$ cat config.mk
export PLATFORM = sky130hd
export DESIGN_NAME = data_mem_seq
export DESIGN_NICKNAME = d
export VERILOG_FILES = /design/src/rtl/data_mem_pkg.sv /design/src/rtl/data_mem_init_seq.sv /design/src/rtl/data_mem_seq.sv
export SDC_FILE = /design/constraint.sdc
export NUM_CORES = 2
export LEC_CHECK = 0
export ABC_CLOCK_PERIOD_IN_PS = 12950
export BUFFER_PORTS_ARGS = -buffer_cell sky130_fd_sc_hd__buf_2
export CORE_MARGIN = 5
export CORE_UTILIZATION = 36
export DETAILED_ROUTE_END_ITERATION = 10
export GPL_ROUTABILITY_DRIVEN = 0
export PLACE_DENSITY_LB_ADDON = 0.1
export SLEW_MARGIN = 20
export SYNTH_ARGS = -nofsm -noshare
export SYNTH_HDL_FRONTEND = slang
export SYNTH_SLANG_ARGS = --single-unit
$ cat constraint.sdc
create_clock -name Clk -period 12.95 [get_ports Clk]
set_clock_uncertainty 0.15 [all_clocks]
set_input_delay 2.59 -clock Clk [delete_from_list [all_inputs] [get_ports Clk]]
set_output_delay 2.59 -clock Clk [all_outputs]
set_load 0.005 [all_outputs]
$ cat src/rtl/data_mem_pkg.sv
// data_mem_pkg: shared FSM type and preload table for data_mem_seq.
package data_mem_pkg;

    typedef enum logic {INIT, READY} data_mem_state_t;

    localparam int PRELOAD_N = 4;

    // Entry 0 is the first preload write after the clear sweep.
    localparam logic [PRELOAD_N-1:0][31:0] PRELOAD_ADDR =
        {32'd15, 32'd2, 32'd1, 32'd0};
    localparam logic [PRELOAD_N-1:0][31:0] PRELOAD_DATA =
        {32'd15, 32'd3, 32'd2, 32'd7};

endpackage

$ cat src/rtl/data_mem_init_seq.sv
// data_mem_init_seq: clear sweep over DEPTH words followed by the preload writes.
// idx saturates on its last step; init_done_o marks that final write cycle.
module data_mem_init_seq
    import data_mem_pkg::*;
#(
    parameter int W     = 8,
    parameter int A     = 8,
    parameter int DEPTH = 256
) (
    input  logic         clk_i,
    input  logic         rst_i,
    input  logic         en_i,
    output logic         init_we_o,
    output logic [A-1:0] init_addr_o,
    output logic [W-1:0] init_data_o,
    output logic         init_done_o
);

    localparam int IW = $clog2(DEPTH + PRELOAD_N);
    localparam logic [IW-1:0] DEP  = IW'(DEPTH);
    localparam logic [IW-1:0] LAST = IW'(DEPTH + PRELOAD_N - 1);

    logic [IW-1:0] idx_q, idx_d;
    logic [1:0]    pre;

    always_ff @(posedge clk_i or posedge rst_i) begin
        if (rst_i) begin
            idx_q <= '0;
        end else begin
            idx_q <= idx_d;
        end
    end

    always_comb begin
        idx_d = idx_q;
        if (en_i && idx_q != LAST) begin
            idx_d = idx_q + IW'(1);
        end
    end

    always_comb begin
        pre         = 2'(idx_q - DEP);
        init_we_o   = 1'b0;
        init_addr_o = '0;
        init_data_o = '0;
        if (idx_q < DEP) begin
            init_we_o   = en_i;
            init_addr_o = A'(idx_q);
        end else begin
            // Out-of-range preload slots still burn their cycle.
            init_we_o   = en_i && (PRELOAD_ADDR[pre] < 32'(DEPTH));
            init_addr_o = A'(PRELOAD_ADDR[pre]);
            init_data_o = W'(PRELOAD_DATA[pre]);
        end
    end

    assign init_done_o = (idx_q == LAST);

endmodule

$ cat src/rtl/data_mem_seq.sv
// data_mem_seq: valid/ready data memory with 1-cycle registered read.
// Optional post-reset clear/preload sweep enabled by DATA_MEM_INIT_EN.
module data_mem_seq
    import data_mem_pkg::*;
#(
    parameter int W     = 8,
    parameter int A     = 8,
    parameter int DEPTH = 256
) (
    input  logic         Clk,
    input  logic         Reset,
    input  logic         ReqValid,
    output logic         ReqReady,
    input  logic         ReqWrite,
    input  logic [A-1:0] ReqAddr,
    input  logic [W-1:0] ReqData,
    output logic         RspValid,
    output logic [W-1:0] RspData,
    output logic         AddrErr,
    output logic         Busy
);

    localparam int AW = (DEPTH > 1) ? $clog2(DEPTH) : 1;
`ifdef DATA_MEM_INIT_EN
    localparam data_mem_state_t RST_STATE = INIT;
`else
    localparam data_mem_state_t RST_STATE = READY;
`endif

    data_mem_state_t state_q, state_d;
    logic            ready_q, ready_d;
    logic            rsp_valid_q, rsp_valid_d;
    logic [W-1:0]    rsp_data_q, rsp_data_d;
    logic            addr_err_q, addr_err_d;

    logic [W-1:0] mem_q [DEPTH];

    logic         acc, in_range;
    logic         init_en, init_we, init_done;
    logic [A-1:0] init_addr;
    logic [W-1:0] init_data;
    logic         wr_en;
    logic [A-1:0] wr_addr;
    logic [W-1:0] wr_data;

    assign init_en  = (state_q == INIT) && !Reset;
    assign acc      = ReqValid && ready_q;
    assign in_range = 32'(ReqAddr) < 32'(DEPTH);

    data_mem_init_seq #(
        .W     (W),
        .A     (A),
        .DEPTH (DEPTH)
    ) u_init (
        .clk_i       (Clk),
        .rst_i       (Reset),
        .en_i        (init_en),
        .init_we_o   (init_we),
        .init_addr_o (init_addr),
        .init_data_o (init_data),
        .init_done_o (init_done)
    );

    always_ff @(posedge Clk or posedge Reset) begin
        if (Reset) begin
            state_q     <= RST_STATE;
            ready_q     <= 1'b0;
            rsp_valid_q <= 1'b0;
            rsp_data_q  <= '0;
            addr_err_q  <= 1'b0;
        end else begin
            state_q     <= state_d;
            ready_q     <= ready_d;
            rsp_valid_q <= rsp_valid_d;
            rsp_data_q  <= rsp_data_d;
            addr_err_q  <= addr_err_d;
        end
    end

    always_comb begin
        state_d = state_q;
        unique case (state_q)
            INIT:  if (init_done) state_d = READY;
            READY: state_d = READY;
        endcase
        ready_d     = (state_d == READY);
        rsp_valid_d = acc && !ReqWrite;
        addr_err_d  = acc && !in_range;
        rsp_data_d  = rsp_data_q;
        if (acc && !ReqWrite) begin
            rsp_data_d = in_range ? mem_q[ReqAddr[AW-1:0]] : '0;
        end
    end

    // Single write port: the sweep owns it while in INIT.
    always_comb begin
        wr_en   = acc && ReqWrite && in_range;
        wr_addr = ReqAddr;
        wr_data = ReqData;
        if (state_q == INIT) begin
            wr_en   = init_we;
            wr_addr = init_addr;
            wr_data = init_data;
        end
    end

    always_ff @(posedge Clk) begin
        if (wr_en) begin
            mem_q[wr_addr[AW-1:0]] <= wr_data;
        end
    end

    assign ReqReady = ready_q;
    assign RspValid = rsp_valid_q;
    assign RspData  = rsp_data_q;
    assign AddrErr  = addr_err_q;
`ifdef DATA_MEM_INIT_EN
    assign Busy = (state_q == INIT);
`else
    assign Busy = 1'b0;
`endif

endmodule

==> impl_metrics.yaml <==
placement:
  port_buffers: 29
  dpl.hpwl_mm: 145.5
  postPlaceCellArea_um2: 84180
  post-place-ws_ps: 5797
pwr:
  p_leak_uw: 0.02732
  p_total_uw: 14280
  irDropWorstVdd_mv: 0.1351
  p_per_area_nw_per_um2: 156.7
setup_path:
  crit_fanout: 60
  end_kind: "register"
  rr_startpoint: "state_q$_DFF_PP1_"
  crit_arrival_ps: 6760
  timing_worst_setup_path_type: "input port to register"
  regToRegSetupSlack_ps: 8310
  cp.required_ps: 13510
  rr_worst_depth: 4
  regToRegEndpoint: "mem_q[185][1]$_DFFE_PP_"
  cp-start-kind: "input port"
synthesis:
  synthCells: 4095
  synthTopCellsByArea: "edfxtp_1, mux4_2, mux2i_1, nor2_1, o22ai_1"
  ys_types: 63
  synth_ff_type: "edfxtp_1"
  synth_top_cell_area_share: 0.7604
  syn_area_per_cell_um2: 19.75
  yosysWarnings: 0
  synth_area_leader_cell: "edfxtp_1"
  ys_seq_area_frac: 0.7666
  synth-async-reset-ratio: 0.009671
  synth_edf_count: 2048
  ys_seq_elements: 2068
  synth_area_um2: 80880
clocking:
  cts_hold_buffers: 0
  numCtsBuffers: 221
  h-tree-depth: 4
  cts.sinks: 2068
  cts_tree: "yes"
  clk_path_buf_depth: 3
  cts_setup_buffers: 0
  cts_root_buffer: "clkbuf_16"
  ctsResizeCount: 0
  path_clk_slew_ps: 60
  worstSkewPairLatency_ps: 860
sta:
  hold_ws_ps: 402.6
  hold_viol_final: 0
  max_slew_margin: 0.1682
  fin_crit_sh: 0.4784
  worstMarginPinSlew_ps: 1240
  fin_ws_ps: 6755
  rsz0062_at_grt: "false"
  fmax_ghz: 0.1614
  fin_crit_ps: 6195
  drv_slew: 0
  finalSetupViolCount: 0
detailed_routing:
  firstDrtPassIters: 5
  drtIter0Drc: 3748
  dr_total_vias: 40420
  vias_per_cell: 5.482
  ant_nets: 0
  drt-total-wl_mm: 239.1
  wl_per_cell_um: 32.44
  drc: 0
finish:
  regArea_um2: 62000
  nNetsFinal: 4203
  utilization: 0.4064
  design_area_um2: 91140
  multiInputGateArea_um2: 17440
  area_growth_pct: 12.68
  nFillCells: 20060
  post_route_cells_drive_above_1_share: 0.1823
global_route:
  track_usage: 0.2004
  grt_overflow: 0
  grt_max_degree: 209
  grt_pass1_wl_mm: 334.7
  grt_pass1_vias: 40900
  antenna_found_initial: 17
floorplan:
  die_w_um: 484.0
  core_region_area_um2: 224200
  initial_core_util: 0.3607
  die_h_um: 484.0
  dieArea_um2: 234200
  rows: 174
  num_io_pins: 32
flow_run:
  maxCapViolCount: 0
worst_hold_path:
  worstHoldPathType: "register to register"
  min_from: "u_init.idx_q[5]$_DFFE_PP0P_"
  hold-path-cell-count: 1
  hold_end: "u_init.idx_q[5]$_DFFE_PP0P_"
status:
  status: "complete, no violations"
==> report_power, final <==
part           switching, uW  total [uW]  internal (uW)
registers               32.0        7380           7350
clock network           2680        6060           3390
logic                    645         833            188
==> worst max path at each step <==
| stage | from | cells past startpoint | end |
|---|---|---|---|
| 2_1_floorplan | state_q$_DFF_PP1_ | 5 | mem_q[0][3]$_DFFE_PP_ |
| 3_3_place_gp | ReqAddr[4] | 9 | RspData[1]$_DFFE_PP0P_ |
| 3_5_place_dp | ReqAddr[0] | 10 | RspData[3]$_DFFE_PP0P_ |
| 4_1_cts | ReqAddr[0] | 10 | RspData[3]$_DFFE_PP0P_ |
| 5_1_grt | ReqAddr[0] | 9 | RspData[2]$_DFFE_PP0P_ |
| 6_report | ReqAddr[0] | 8 | RspData[7]$_DFFE_PP0P_ |
==> sequential cells by signal, summed over array words and instances (netlist names) <==
signal	count
ReqReady	1
RspData	8
RspValid	1
mem_q	2048
state_q	1
u_init.idx_q	9
==> metrics by stage <==
stage	instances	setup TNS (ps)
4_1_cts	7365	0
3_3_place_gp	6947	0
2_1_floorplan	4096	-209460
6_report	7372	0
3_5_place_dp	6949	0
5_1_grt	7368	0
==> Yosys cell counts (all sizes together) (56+ instances only) <==
library cell,number
a211oi,62
a21oi,56
buf,140
clkbuf,115
edfxtp,2048
mux2i,411
mux4,314
nand2,92
nor2,282
o21ai,69
o221ai,71
o22ai,124
==> critical path, stage by stage <==
cell and delay [ps]:
buf_8 520, buf_4 710, buf_4 690, mux4_2 600, a221oi_1 730, o31ai_1 370
a32oi_1 290, o31ai_1 110
==> kinds of logic after synthesis <==
logic type                 share of synthesized area
DFF                                           0.7666
muxes                                         0.1429
AOI/OAI and AO/OA                            0.04500
and+or+nand+nor                              0.02471
buffers and inverters                        0.01943
xor gates and xnor gates                   0.0008664
adders and majority gates                  0.0004642
other                                     0.00004637
==> layout make-up <==
class	instances	share of cell area
Timing Repair Buffer	116	0.01037
Antenna cell	7	0.0001922
Clock buffer	273	0.06282
Inverter	11	0.0005080
Sequential cell	2068	0.6803
Multi-Input combinational cell	1762	0.1914
Clock inverter	143	0.01336
Tap cell	2992	0.04108
==> placed cells by master (no fill, tap or decap), types with 15 or more instances in the layout <==
cell       netlist  layout
clkbuf_16        0     221
edfxtp_1      2048    2048
nand2_1         92      84
nor2_1         282     277
a2111oi_0       25      15
buf_4           35      77
a21oi_1         56      56
and2_1          31      27
mux2_2          33      33
a22oi_1         22      22
mux4_2         314     314
a211oi_1        62      62
buf_2           37      25
nor3_1          17      17
clkinv_2         0      42
clkinv_1         1      68
clkbuf_1       115      52
dfrtp_1         19      19
o22ai_1        124     124
a221oi_1        39      39
o21ai_0         67      64
o221ai_1        71      71
nand3_1         17      16
mux2i_1        411     411
==> routing by layer <==
layer  vias up  track usage  share of wire
li1      17140            -              -
met3       263      0.03593          0.054
met1     21890       0.2874           0.45
met5         -            0       0.000054
met4         2      0.04821          0.024
met2      1117       0.3195           0.47
No activity file was read; power rests on OpenSTA's default activity.
